## config.mk

```make
export PLATFORM = sky130hd
export DESIGN_NAME = ysyx_040729_ifu_fetch
export DESIGN_NICKNAME = d
export VERILOG_FILES = /design/src/rtl/ysyx_040729_ifu_fetch.sv
export SDC_FILE = /design/constraint.sdc
export NUM_CORES = 1
export LEC_CHECK = 0
export CAP_MARGIN = 0
export CORE_MARGIN = 2
export CORE_UTILIZATION = 35
export CTS_BUF_LIST = sky130_fd_sc_hd__clkbuf_8
export CTS_CLUSTER_SIZE = 28
export DETAILED_ROUTE_END_ITERATION = 8
export HOLD_SLACK_MARGIN = 0.03
export PLACE_DENSITY = 0.66
export SYNTH_ARGS = -nofsm -noshare
export SYNTH_HDL_FRONTEND = slang
export SYNTH_SLANG_ARGS = --single-unit
```

## constraint.sdc

```tcl
create_clock -name clk -period 28.8 [get_ports clk]
set_input_delay 5.76 -clock clk [delete_from_list [all_inputs] [get_ports clk]]
set_output_delay 5.76 -clock clk [all_outputs]
set_load 0.02 [all_outputs]
```

## src/rtl/ysyx_040729_ifu_fetch.sv

```systemverilog
`default_nettype none
// ============================================================================
// Module   : ysyx_040729_ifu_fetch
// Brief    : Instruction fetch unit; single-outstanding imem fetch feeding a
//            small in-order instruction FIFO toward the decoder.
// Revision : 1.0
// ============================================================================
module ysyx_040729_ifu_fetch #(
    parameter int                    INST_WIDTH = 32,
    parameter int                    ADDR_WIDTH = 64,
    parameter logic [ADDR_WIDTH-1:0] RESET_PC   = 'h80000000,
    parameter int                    FIFO_DEPTH = 2
) (
    input  logic                  clk,
    input  logic                  rst,
    input  logic                  redirect_valid,
    input  logic [ADDR_WIDTH-1:0] redirect_pc,
    output logic                  imem_req_valid,
    input  logic                  imem_req_ready,
    output logic [ADDR_WIDTH-1:0] imem_req_addr,
    input  logic                  imem_resp_valid,
    input  logic [INST_WIDTH-1:0] imem_resp_data,
    input  logic                  imem_resp_err,
    output logic                  inst_valid,
    input  logic                  inst_ready,
    output logic [INST_WIDTH-1:0] inst,
    output logic [ADDR_WIDTH-1:0] inst_pc,
    output logic                  inst_fault
);

    localparam int PTR_W = (FIFO_DEPTH > 1) ? $clog2(FIFO_DEPTH) : 1;
    localparam int CNT_W = PTR_W + 1;

    typedef enum logic [1:0] {
        S_REQ  = 2'd0,
        S_WAIT = 2'd1,
        S_DROP = 2'd2,
        S_HALT = 2'd3
    } state_t;

    state_t                r_state;
    state_t                w_state_nxt;
    logic                  r_halt_after_drop;
    logic                  w_halt_after_drop_nxt;

    logic [ADDR_WIDTH-1:0] r_pc;
    logic [ADDR_WIDTH-1:0] r_inflight_pc;
    logic [INST_WIDTH-1:0] r_inst_mem  [FIFO_DEPTH];
    logic [ADDR_WIDTH-1:0] r_pc_mem    [FIFO_DEPTH];
    logic                  r_fault_mem [FIFO_DEPTH];
    logic [PTR_W-1:0]      r_rd_ptr;
    logic [PTR_W-1:0]      r_wr_ptr;
    logic [CNT_W-1:0]      r_count;

    logic                  w_not_full;
    logic                  w_req_hs;
    logic                  w_misaligned;
    logic                  w_stale;
    logic                  w_push;
    logic                  w_pop;

    assign w_not_full     = r_count < CNT_W'(FIFO_DEPTH);
    assign imem_req_valid = !rst && (r_state == S_REQ) && w_not_full;
    assign imem_req_addr  = r_pc;
    assign w_req_hs       = imem_req_valid && imem_req_ready;
    assign w_misaligned   = redirect_pc[1:0] != 2'b00;
    // A request whose response has not yet arrived (or is issued right now)
    // will still come back and must be swallowed after a redirect.
    assign w_stale        = ((r_state == S_WAIT) && !imem_resp_valid) || w_req_hs ||
                            ((r_state == S_DROP) && !imem_resp_valid);
    assign w_push         = (r_state == S_WAIT) && imem_resp_valid && !redirect_valid;
    assign w_pop          = inst_valid && inst_ready;

    assign inst_valid     = r_count != '0;
    assign inst           = r_inst_mem[r_rd_ptr];
    assign inst_pc        = r_pc_mem[r_rd_ptr];
    assign inst_fault     = r_fault_mem[r_rd_ptr];

    always_ff @(posedge clk or posedge rst) begin
        if (rst) begin
            r_state           <= S_REQ;
            r_halt_after_drop <= 1'b0;
        end else begin
            r_state           <= w_state_nxt;
            r_halt_after_drop <= w_halt_after_drop_nxt;
        end
    end

    always_comb begin
        w_state_nxt           = r_state;
        w_halt_after_drop_nxt = r_halt_after_drop;
        if (redirect_valid) begin
            if (w_stale) begin
                w_state_nxt           = S_DROP;
                w_halt_after_drop_nxt = w_misaligned;
            end else begin
                w_state_nxt           = w_misaligned ? S_HALT : S_REQ;
                w_halt_after_drop_nxt = 1'b0;
            end
        end else begin
            case (r_state)
                S_REQ:  if (w_req_hs) w_state_nxt = S_WAIT;
                S_WAIT: if (imem_resp_valid) w_state_nxt = imem_resp_err ? S_HALT : S_REQ;
                S_DROP: begin
                    if (imem_resp_valid) begin
                        w_state_nxt           = r_halt_after_drop ? S_HALT : S_REQ;
                        w_halt_after_drop_nxt = 1'b0;
                    end
                end
                default: w_state_nxt = S_HALT;
            endcase
        end
    end

    always_ff @(posedge clk or posedge rst) begin
        if (rst) begin
            r_pc          <= RESET_PC;
            r_inflight_pc <= '0;
            r_rd_ptr      <= '0;
            r_wr_ptr      <= '0;
            r_count       <= '0;
            for (int i = 0; i < FIFO_DEPTH; i++) begin
                r_inst_mem[i]  <= '0;
                r_pc_mem[i]    <= '0;
                r_fault_mem[i] <= 1'b0;
            end
        end else if (redirect_valid) begin
            r_pc     <= redirect_pc;
            r_rd_ptr <= '0;
            if (w_misaligned) begin
                r_inst_mem[0]  <= '0;
                r_pc_mem[0]    <= redirect_pc;
                r_fault_mem[0] <= 1'b1;
                r_wr_ptr       <= PTR_W'(1);
                r_count        <= CNT_W'(1);
            end else begin
                r_wr_ptr <= '0;
                r_count  <= '0;
            end
        end else begin
            if (w_req_hs) begin
                r_inflight_pc <= r_pc;
                r_pc          <= r_pc + ADDR_WIDTH'(4);
            end
            if (w_push) begin
                r_inst_mem[r_wr_ptr]  <= imem_resp_err ? '0 : imem_resp_data;
                r_pc_mem[r_wr_ptr]    <= r_inflight_pc;
                r_fault_mem[r_wr_ptr] <= imem_resp_err;
                r_wr_ptr              <= r_wr_ptr + PTR_W'(1);
            end
            if (w_pop) begin
                r_rd_ptr <= r_rd_ptr + PTR_W'(1);
            end
            case ({w_push, w_pop})
                2'b10:   r_count <= r_count + CNT_W'(1);
                2'b01:   r_count <= r_count - CNT_W'(1);
                default: r_count <= r_count;
            endcase
        end
    end

endmodule
`default_nettype wire
```

== Yosys cells after proc, flatten, opt, wreduce, memory -nomap -nowiden ==
Index checks and enable logic that the tools add are counted.

* Flip-flop bits (word level): 329
* Output and inout bits: 163
* Word-level logic and storage cells: 112

* $add $sub $neg: 5
* Magnitude comparators: 4
* Equality and inequality tests: 8
* Multiplexer cells: 51
* Bitwise operators: 3
* Reduce and logical (&&, ||, !) cells: 28

{| class="wikitable"
|+ Operators by type and width
! operator !! count
|-
| 2-to-1 mux 64 bit || 9
|-
| 2-to-1 mux 32 bit || 7
|-
| bitwise mux 128 bit || 1
|-
| 2-to-1 mux 128 bit || 1
|-
| adder 64 x 3 -> 64 bit, second input constant || 1
|-
| bitwise mux 64 bit || 1
|-
| demux 64 bit (select 1 bit) || 1
|-
| demux 32 bit (select 1 bit) || 1
|-
| 2-to-1 mux 2 bit || 10
|-
| 2-to-1 mux 1 bit || 16
|-
| nonzero test 2 bit || 7
|-
| logical AND 1 bit || 9
|-
| inequality test 3 bit, second input constant || 3
|-
| AND reduction 2 bit || 4
|-
| one-hot mux 2 bit (3 select lines) || 1
|-
| == test 2 x 1 -> 1 bit, second input constant || 2
|-
| == test 2 bit, second input constant || 2
|-
| greater-or-equal comparator 2 bit, second input constant || 2
|-
| NOT 1 -> 2 bit || 2
|-
| one-hot mux 2 bit (2 select lines) || 1
|-
| zero test 1 bit || 3
|-
| AND reduction 3 bit || 1
|-
| nonzero test 3 bit || 1
|-
| adder 1 bit, second input constant || 2
|-
| other kinds (10) || 11
|}

== Depth between registers and ports, before layout ==
Gate-level depths: netlist of the first run.

* Word-level depth: 8
* Depth in mapped cells: 9
* Mapped depth without buffers: 6

== Least setup slack after synthesis of the first run ==
No wires, ideal clock.

* Path type: input to output
* From: in rst
* To: out imem_req_valid
* Data arrival time: 6.252 ns
* Path slack: 16.788 ns
* Stages: 1
* Path through: nor4_4

* Word-level cells in the longest chain between the ends: 3

{| class="wikitable"
|+ Ends and longest elaborated chain
! item !! line !! RTL
|-
| from (decl) || 15 || <nowiki>input logic rst,</nowiki>
|-
| zero test 1 bit (no source line) || - ||
|-
| logical AND 1 bit (2 in series) || 63 || <nowiki>assign imem_req_valid = !rst && (r_state == S_REQ) && w_not_full;</nowiki>
|-
| to (decl) || 18 || <nowiki>output logic imem_req_valid,</nowiki>
|}

No other way between the ends.

== Final worst setup path of the first run ==
Same ends and word-level chain as after synthesis.

==> impl_metrics.yaml, run 1 <==
outcome:
  run_status: "finished, final reports clean"
logic_synthesis:
  sequential_area_share_after_synthesis: 0.5371
  ys_warn_count: 0
  syn-cell-area_um2: 15330
  synth_top_cells_by_area: "sky130_fd_sc_hd__dfrtp_1 54%, sky130_fd_sc_hd__mux2_2 16%, sky130_fd_sc_hd__nand2_1 6.8%, sky130_fd_sc_hd__o21ai_0 4.1%, sky130_fd_sc_hd__a22oi_1 3.1%"
  synth_area_per_cell_um2: 10.61
  synth_common_cells: "328 x sky130_fd_sc_hd__dfrtp_1, 276 x sky130_fd_sc_hd__nand2_1, 214 x sky130_fd_sc_hd__mux2_2, 125 x sky130_fd_sc_hd__o21ai_0, 88 x sky130_fd_sc_hd__clkbuf_1"
  ys_ff_latch: 329
  synth_async_sr_flop_share: 1.000
  synthMostInstantiatedCell: "sky130_fd_sc_hd__dfrtp_1"
  synth.distinct_cells: 59
  synth_top_flop_cell: "sky130_fd_sc_hd__dfrtp_1"
  syn-instance-count: 1445
  synthesis.nets: 1549
  synth_top_area_share: 0.5354
  synth_top_cell_by_area: "sky130_fd_sc_hd__dfrtp_1"
  synth-edff-count: 0
sta:
  final.setup_skew_ns: 0.02657
  max-slew-margin-rel: 0.2480
  grt_setup_unrepaired: "no"
  fmax_mhz: 75.21
  slew_viol_final: 0
  finalCritPeriodShare: 0.4617
  hold_viol: 0
  max_slew.worst_pin.slew_ns: 1.121
  setup_total_negative_slack_ns: 0
  hold_ws_ns: 0.4680
  finalCriticalPeriod_ns: 13.30
  timing.final.setup_violations: 0
power:
  p_per_area_nw_per_um2: 75.62
  clockPowerShare: 0.294
  power_frac_seq: 0.454
  p_leak_uw: 0.008530
  switching_share_of_total_power: 0.3135
  vdd_ir_drop_max_v: 0.00004238
  power.internal_uw: 1022
  comb_power_share: 0.252
  p_sw_uw: 466.8
run:
  drv.max_cap_violation_count: 0
cells_and_area:
  layout-area-overhead-vs-synth_pct: 28.43
  finalNetCount: 1791
  layout-drive-gt1-share: 0.1999
grt:
  first_global_vias: 12300
  grt_pass1_wl_um: 71100
  gr-usage-all-layers: 0.2026
  antenna_found_initial: 4
  gr-total-overflow: 0
  grt_start_max_net_pins: 98
worst_setup_path:
  reg2reg_slack_ns: 25.49
  r2r-start: "r_state[1]"
  worst-endpoint-arrival_ns: 7.54
  worst-endpoint-required_ns: 23.04
  critical_path.endpoint_type: "output pin"
  crit_path_start: "rst"
  r2r_end: "r_pc_mem[51]"
  timing.reg2reg.worst_path_depth: 5
  type_of_element_launching_the_critical_path: "input pin"
  timing_worst_setup_path_type: "input pin to output pin"
  critPathMaxFanout: 8
route:
  route.antenna.remaining_nets: 0
  drt_wl_total_um: 46520
  dr.first_iter.drc_count: 976
  detailedRoute.firstPassIterationCount: 5
  drt-wirelength-per-cell_um: 20.05
  post-route-drc-count: 0
  route.detailed.vias_per_inst: 5.269
  via_count: 12220
clock_tree:
  cts.path.max_buffers: 3
  htreeDepth: 2
  cts_tree: "built"
  clock_tree.root_cell: "sky130_fd_sc_hd__clkbuf_8"
  cts_resized: 0
  clkSinkCount: 329
  clock_latency_ns: 0.66
  hold_buf_cts: 0
  cts_setup_buffers: 0
  cts_made_buffers: 57
  clkTransAtPathRegs_ns: 0.05
floorplanning:
  num_rows: 76
  initial_core_util: 0.3551
  num_io_pins: 266
  die-area_um2: 45490
  die_h_um: 213.3
  fp.coreArea_um2: 43170
  die_width_um: 213.3
min_path:
  min_from: "r_pc_mem[85]"
  worstHoldEndpoint: "r_pc_mem[85]"
  hold_path_class: "flop to flop"
  holdPathStages: 2
place:
  place.port_buffers: 265
  dp_hpwl_um: 29470
  place_congestion: 0.8173
==> metal layers <==
layer | up-vias | track usage | wire [um] | part of all wire
met3 | 96 | 0.03824 | 2615 | 0.056
met4 | 2 | 0.08716 | 1540 | 0.033
met2 | 367 | 0.3190 | 21710 | 0.47
met5 | - | 0 | 14 | 0.00030
li1 | 5668 | - | - | -
met1 | 6091 | 0.2731 | 20640 | 0.44
==> cell families (layout without fill, tap and decap cells) <==
family,Yosys count,count (layout),synth area share
DFF,329,329,0.5371
other,0,4,0
AOI/OAI and AO/OA,253,253,0.1027
buffers and inverters,110,396,0.02750
muxes,216,216,0.1585
adders and majority gates,1,1,0.0008160
and+or+nand+nor,506,506,0.1563
xor gates and xnor gates,30,30,0.01714
==> through the flow <==
stage | cells | total power (uW) | util | instance area, um^2 | setup WS [ns]
floorplan | 1445 | 895.5 | - | 15330 | 13.93
global placement | 2213 | 1044 | 0.4285 | 18500 | 15.53
detailed placement | 2213 | 1061 | 0.4285 | 18500 | 15.48
CTS | 2316 | 1507 | 0.4559 | 19680 | 15.48
global route | 2319 | 1572 | 0.4560 | 19690 | 15.44
finish | 2320 | 1489 | 0.4561 | 19690 | 15.50
==> cells in the final DEF (no fill, tap or decap), drive strengths merged, types with 6 or more instances in the layout <==
master / netlist / layout
xnor2: 20 / 20
mux2: 214 / 214
nor2: 44 / 44
nand3: 67 / 67
nor4: 7 / 7
and3: 6 / 6
o311ai: 10 / 10
nand2: 276 / 276
inv: 13 / 36
buf: 8 / 15
clkbuf: 88 / 72
o21ai: 126 / 126
dfrtp: 328 / 328
or2: 8 / 8
a22oi: 63 / 63
xor2: 10 / 10
nor3: 16 / 16
o31ai: 12 / 12
or3: 17 / 17
clkdlybuf4s50: 0 / 264
clkinv: 1 / 6
or4: 21 / 21
a31oi: 21 / 21
and4: 10 / 10
nand4: 20 / 20
==> how the worst max path moves through the flow <==
stage          slack [ns]          endpoint
2_1_floorplan       13.93  imem_req_addr[0]
5_1_grt             15.44    imem_req_valid
3_3_place_gp        15.53    imem_req_valid
6_report            15.50    imem_req_valid
3_5_place_dp        15.48    imem_req_valid
4_1_cts             15.48    imem_req_valid
==> area by class of cell <==
| cell class | count | area, um^2 |
|---|---|---|
| antenna | 4 | 10.01 |
| clock buffer | 72 | 991.0 |
| clock inverter | 31 | 188.9 |
| fill | 4059 | 23480 |
| inverter | 14 | 60.06 |
| multi-input combinational | 1006 | 6715 |
| sequential | 329 | 8238 |
| tap | 585 | 732.0 |
| timing repair buffer | 279 | 2755 |
==> power by group through the flow <==
stage | Clock (uW) | Combinational (uW) | Sequential (uW)
after floorplan | 0 | 236 | 660
after global placement | 0 | 371 | 674
after detailed placement | 0 | 378 | 683
after CTS | 452 | 380 | 675
after global routing | 472 | 407 | 693
final | 438 | 375 | 676
==> worst max-delay path, cell delays in order <==
cell                              delay [ns]
sky130_fd_sc_hd__clkdlybuf4s50_1        0.55
sky130_fd_sc_hd__nor4_4                 0.51
sky130_fd_sc_hd__clkdlybuf4s50_1        0.71
==> flip-flops by register name, indices dropped and copies added (netlist names) <==
name               cells
imem_req_addr         64
r_count                2
r_fault_mem            2
r_halt_after_drop      1
r_inflight_pc         64
r_inst_mem            64
r_pc_mem             128
r_rd_ptr               1
r_state                2
r_wr_ptr               1
Note: power is estimated with default switching activity, not from simulation.
==> run 2: changes to the inputs <==
- clock period: 28.8 -> 13.4 ns (I/O delays scaled with it)
==> run 2 against run 1 <==
Sequential share of layout area rose by 0.24 points. Setup slack got worse by 9.3 ns. Core utilization fell by 0.25 points. Global-route usage barely moved. Combinational power rose by 110%. Routed wire length fell by 0.29%. Clock skew fell by 0.013 ns. Cell area fell by 0.56%. Critical path type unchanged. Highest routed layer is now met4.
==> impl_metrics.yaml, run 2 (synthesized netlist as in run 1, its figures left out) <==
route:
  dr.first_iter.drc_count: 892
  route.detailed.vias_per_inst: 5.299
  detailedRoute.firstPassIterationCount: 5
  route.antenna.remaining_nets: 0
  drt_wl_total_um: 46380
  post-route-drc-count: 0
  drt-wirelength-per-cell_um: 20.11
  via_count: 12220
outcome:
  run_status: "finished, final reports clean"
sta:
  max_slew.worst_pin.slew_ns: 1.152
  slew_viol_final: 0
  fmax_mhz: 139.7
  setup_total_negative_slack_ns: 0
  finalCriticalPeriod_ns: 7.157
  finalCritPeriodShare: 0.5341
  max-slew-margin-rel: 0.2271
  final_critical_path_setup_slack_ns: 6.243
  final.setup_skew_ns: 0.01344
  grt_setup_unrepaired: "no"
  hold_viol: 0
  timing.final.setup_violations: 0
worst_setup_path:
  type_of_element_launching_the_critical_path: "input pin"
  cpLargestDelayFamily: "buffers and inverters"
  cp_cell_sequence: "clkdlybuf4s50_1 > nor4_4 > clkdlybuf4s50_1"
  path_buf_inv: 2
  r2r-start: "r_state[1]"
  critical_path.endpoint_type: "output pin"
  worst-endpoint-arrival_ns: 4.48
  cp_max_stage_cell: "sky130_fd_sc_hd__clkdlybuf4s50_1"
  critPathMaxFanout: 8
  cell_with_the_most_instances_on_the_worst_path: "sky130_fd_sc_hd__clkdlybuf4s50_1"
  worst_path_largest_cell_delay_ns: 0.71
  worst-endpoint-required_ns: 10.72
  crit_path_start: "rst"
  timing_worst_setup_path_type: "input pin to output pin"
grt:
  antenna_found_initial: 0
  grt_pass1_wl_um: 71330
  grt_start_max_net_pins: 187
  gr-total-overflow: 0
  first_global_vias: 12300
  gr-usage-all-layers: 0.2027
floorplanning:
  die-area_um2: 45490
  die_width_um: 213.3
  num_io_pins: 266
  initial_core_util: 0.3551
  die_h_um: 213.3
  num_rows: 76
  fp.coreArea_um2: 43170
clock_tree:
  clock_tree.root_cell: "sky130_fd_sc_hd__clkbuf_8"
  clkSinkCount: 329
  cts_tree: "built"
  cts.path.max_buffers: 3
  clock_latency_ns: 0.63
  cts_resized: 0
  clkTransAtPathRegs_ns: 0.06
  cts_setup_buffers: 0
  cts_made_buffers: 57
  htreeDepth: 2
  hold_buf_cts: 0
power:
  switching_share_of_total_power: 0.3160
  p_per_area_nw_per_um2: 160.5
  power_frac_seq: 0.462
  comb_power_share: 0.256
  power.internal_uw: 2150
  vdd_ir_drop_max_v: 0.00008516
  p_sw_uw: 992.9
  clockPowerShare: 0.282
  p_leak_uw: 0.008461
cells_and_area:
  largest_reg_flops: 128
  layout-drive-gt1-share: 0.1976
  max_flop_register: "r_pc_mem"
  layout.cells.most_common_list: "327 x sky130_fd_sc_hd__dfrtp_1, 274 x sky130_fd_sc_hd__nand2_1, 264 x sky130_fd_sc_hd__clkdlybuf4s50_1"
  most_common_cell_after_layout_fill_and_taps_aside: "sky130_fd_sc_hd__dfrtp_1"
  finalNetCount: 1790
  filler_cell_count: 4127
  layout-area-overhead-vs-synth_pct: 27.72
  diodes: 0
  layout.core_utilization: 0.4535
min_path:
  min_from: "r_pc_mem[103]"
  hold_path_class: "flop to flop"
place:
  pre_cts_slack_ns: 6.252
  place_congestion: 0.8293
  place.port_buffers: 265
  dp_hpwl_um: 29400
run:
  drv.max_cap_violation_count: 0
[run 2: power by group through the flow]
stage | Combinational (uW) | Sequential, uW | Clock [uW]
2_1_floorplan | 507 | 1420 | 0
3_3_place_gp | 796 | 1450 | 0
3_5_place_dp | 812 | 1470 | 0
4_1_cts | 816 | 1450 | 915
5_1_grt | 875 | 1490 | 962
6_report | 804 | 1450 | 886
[run 2: worst paths after layout]
kind | to | slack (ns) | depth (start not counted)
worst max-delay path | imem_req_valid | 6.24 | 3
worst min-delay path | r_pc_mem[103] | 0.47 | 2
worst max register to register | r_pc_mem[59] | 10.13 | 5
worst min register to register | r_pc_mem[103] | 0.47 | 2
max in group asynchronous | r_pc_mem[76] | 8.96 | 3
min in group asynchronous | r_inst_mem[53] | 2.72 | 2
[run 2: metrics by stage]
stage,power [uW],hold WS [ns],std cells,area [um^2]
after global placement,2245,0.4537,2212,18510
after global routing,3326,0.4883,2306,19580
final,3142,0.4684,2306,19580
after floorplan,1925,0.4420,1445,15330
after detailed placement,2279,0.4586,2212,18510
after CTS,3182,0.4727,2306,19580
[run 2: tightest hold or removal path: stages (launching register included)]
cell and delay, ns:
sky130_fd_sc_hd__dfrtp_1 0.34, sky130_fd_sc_hd__nand2_1 0.05, sky130_fd_sc_hd__nand2_1 0.05
[run 2: per-layer routing]
layer / vias to the layer above / wire, um / track usage
li1: 5655 / - / -
met3: 73 / 2450 / 0.04059
met1: 6150 / 21090 / 0.2804
met2: 341 / 21770 / 0.3201
met5: - / 0 / 0
met4: 0 / 1074 / 0.06250
[run 2: area by class of cell]
class	count	area, um^2	share of cell area
flip-flops and latches	329	8238	0.4207
multi-input cells	1006	6715	0.3430
repair buffers	278	2760	0.1410
clock buffers	68	935.9	0.04780
well taps	585	732.0	0.03738
clock inverters	26	138.9	0.007093
inverters	14	60.06	0.003067
==> RTL edit, RTL diff (config.mk and constraints of run 2) <==
Put a register stage on the output `inst_fault`, with the module's reset. The value now appears one clock later. The other outputs are not delayed to match.
--- a/src/rtl/ysyx_040729_ifu_fetch.sv
+++ b/src/rtl/ysyx_040729_ifu_fetch.sv
@@ -74,7 +74,13 @@
     assign inst_valid     = r_count != '0;
     assign inst           = r_inst_mem[r_rd_ptr];
     assign inst_pc        = r_pc_mem[r_rd_ptr];
-    assign inst_fault     = r_fault_mem[r_rd_ptr];
+    always_ff @(posedge clk or posedge rst) begin
+        if (rst) begin
+            inst_fault <= '0;
+        end else begin
+            inst_fault <= r_fault_mem[r_rd_ptr];
+        end
+    end
 
     always_ff @(posedge clk or posedge rst) begin
         if (rst) begin
Function: changed (Yosys sat finds a counterexample within 4 cycles, from zero or initial values and one cycle with rst high).
==> RTL edit against run 2 <==
Non-clock buffer count rose by 1; area after synthesis is 0.14% higher; clock skew rose by 11 ps; worst setup slack got worse by 500 ps; final area increased by 0.88%; synthesized cell count down 1.4%; global-route usage shrank 0.22 points; total power rose by 2.9%; critical path type unchanged; wire length fell by 1.1%; die area rose by 0.14%; via count is 0.83% lower; largest power group unchanged; first-iteration DRC count fell by 1.2%; sequential cell count grew 1.
==> RTL edit: results (changes against run 2) <==
status=finished clean; largest net degree at the start of global routing=124 (-34%); leakage=8.59 nW (+1.5%); Max stage delay cell, worst path=or4_1; Cell Area, Placed=18,600 um^2 (+0.25%); ys async rst share=100% (unchanged); sw frac=31.2% (-0.39 points); depth of the CTS H-tree=2 (unchanged); Cell variety after synth=47 (-20%); R2R cell count=5 (unchanged); Net Count, Synth=1,529 (-1.3%); YS warnings=0 (unchanged); clock latency on the worst-skew pair=650 ps (+20 ps); share of cells above drive strength 1=19.7% (-0.024 points); first-pass GRT wire length=70.8 mm (-0.75%); post-synthesis mux area share=16.6% (+0.76 points); NumNets Final=1,776 (-0.78%); Post-CTS Setup Repair Bufs=0 (unchanged); VDD IR-drop max=87.1 uV (+2.3%); top post-synthesis cells by area=dfrtp_1 (54%), mux2_2 (16%), nand2_1 (5.9%); main flop type after synthesis=dfrtp_1; CTS Root Cell=clkbuf_8; initial antenna violation count=3 (+3); max reg flops=128 (unchanged); register area share after synthesis=53.8% (+0.089 points); post-synthesis compound-gate area fraction=9.13% (-1.1 points); synth cell count leaders=dfrtp_1 (329), nand2_1 (243), mux2_2 (222); Biggest register=r_pc_mem; Post-Route Skew=24.0 ps (+10.6 ps); IO Port Bufs=265 (unchanged); Critical Path AT=4980 ps (+500 ps); clk slew on worst S/H paths=60 ps (about the same); Global Route Usage Sum=20.0% (-0.22 points); Yosys top cell area share=53.6% (+0.089 points); CTS buffer count=59 (+3.5%); Top delay family on crit path=buffers and inverters; Post-Synth XOR/XNOR Area=2.05% (+0.34 points); max_slew headroom=23.5% (+0.76 points); DR WL/cell=19.9 um (-0.88%); adder-cell share of the synthesized area=0.0815% (-0.00011 points); combinational family with the most area after synthesis=multiplexers; post_cts resized=0 (unchanged); crit-path max FO=8 (unchanged); post-DP HPWL=29.3 mm (-0.27%); biggest cell delay along the critical path=780 ps (+70 ps); vias in the first global route=12,200 (-0.41%); fill count=4,096 (-0.75%); routability cong.=0.790 (-4.7%); clock tree buffer depth=3 (unchanged); Design Area, Final=19,800 um^2 (+0.88%); initial DRC count=881 (-1.2%); router iterations before antenna repair=5 (unchanged); vias per inst=5.27 (-0.61%); Hold WC Path Type=flop to flop; hold path cells=2 (unchanged)
[RTL edit: cell types whose count changed after synthesis, moves of 8 or more]
cell,delta
mux2_2,+8
clkbuf_1,-9
xnor2_1,-13
nand2_1,-33
o311ai_0,-10
o21ai_0,-10
nand2b_1,+34
nor2_1,-9
or4_1,+8
xor2_1,+19
nand3_1,+14
[RTL edit: layout make-up]
type,instances,share of cell area (%)
diodes,3,0.0380
flip-flops and latches,330,41.8
well taps,585,3.71
clock inverters,31,1.09
clock buffers,71,4.95
repair buffers,279,13.9
multi-input cells,994,34.2
inverters,8,0.190
[RTL edit: metrics by stage]
stage | hold slack, ps | instances | worst slack [ps] | power [mW]
global route | 493 | 2300 | 5650 | 3.41
finish | 469 | 2301 | 5740 | 3.23
global placement | 454 | 2196 | 5720 | 2.25
floorplan | 442 | 1425 | 1580 | 1.94
CTS | 472 | 2298 | 5710 | 3.27
detailed placement | 459 | 2196 | 5720 | 2.29
[RTL edit: worst reg2reg max path, cell delays in order (launching register included)]
cell	delay [ps]
dfrtp_1	520
or4_1	810
nor2_1	490
nand4_1	670
or4_1	690
a31oi_1	170
[RTL edit: path summary, 6_finish.rpt]
path	from	to	slack (ps)
hold reg to reg	r_pc_mem[82]	r_pc_mem[82]	470
setup / recovery	rst	imem_req_valid	5740
max in group asynchronous	rst	imem_req_addr[19]	8400
min in group asynchronous	rst	r_inst_mem[38]	2740
setup reg to reg	r_state[1]	imem_req_addr[53]	9960
hold / removal	r_pc_mem[82]	r_pc_mem[82]	470
[RTL edit: kinds of logic after synthesis]
family | count (synthesis)
buf+inv | 101
flops | 330
fa+ha+maj | 1
xor+xnor | 36
simple gates | 502
compound gates | 228
mux | 227
[RTL edit: power groups by stage]
stage / Combinational [mW] / Clock, mW / Sequential (mW)
6_report: 0.814 / 0.964 / 1.46
3_3_place_gp: 0.802 / 0 / 1.45
3_5_place_dp: 0.821 / 0 / 1.47
2_1_floorplan: 0.517 / 0 / 1.42
4_1_cts: 0.826 / 0.995 / 1.45
5_1_grt: 0.881 / 1.04 / 1.49
[RTL edit: layer usage]
metal / track usage (%) / share of wire [%] / up-vias
li1: - / - / 5607
met4: 7.69 / 3.1 / 2
met2: 31.7 / 46 / 342
met5: 0 / 0.024 / -
met1: 27.3 / 46 / 6075
met3: 3.82 / 5.2 / 92
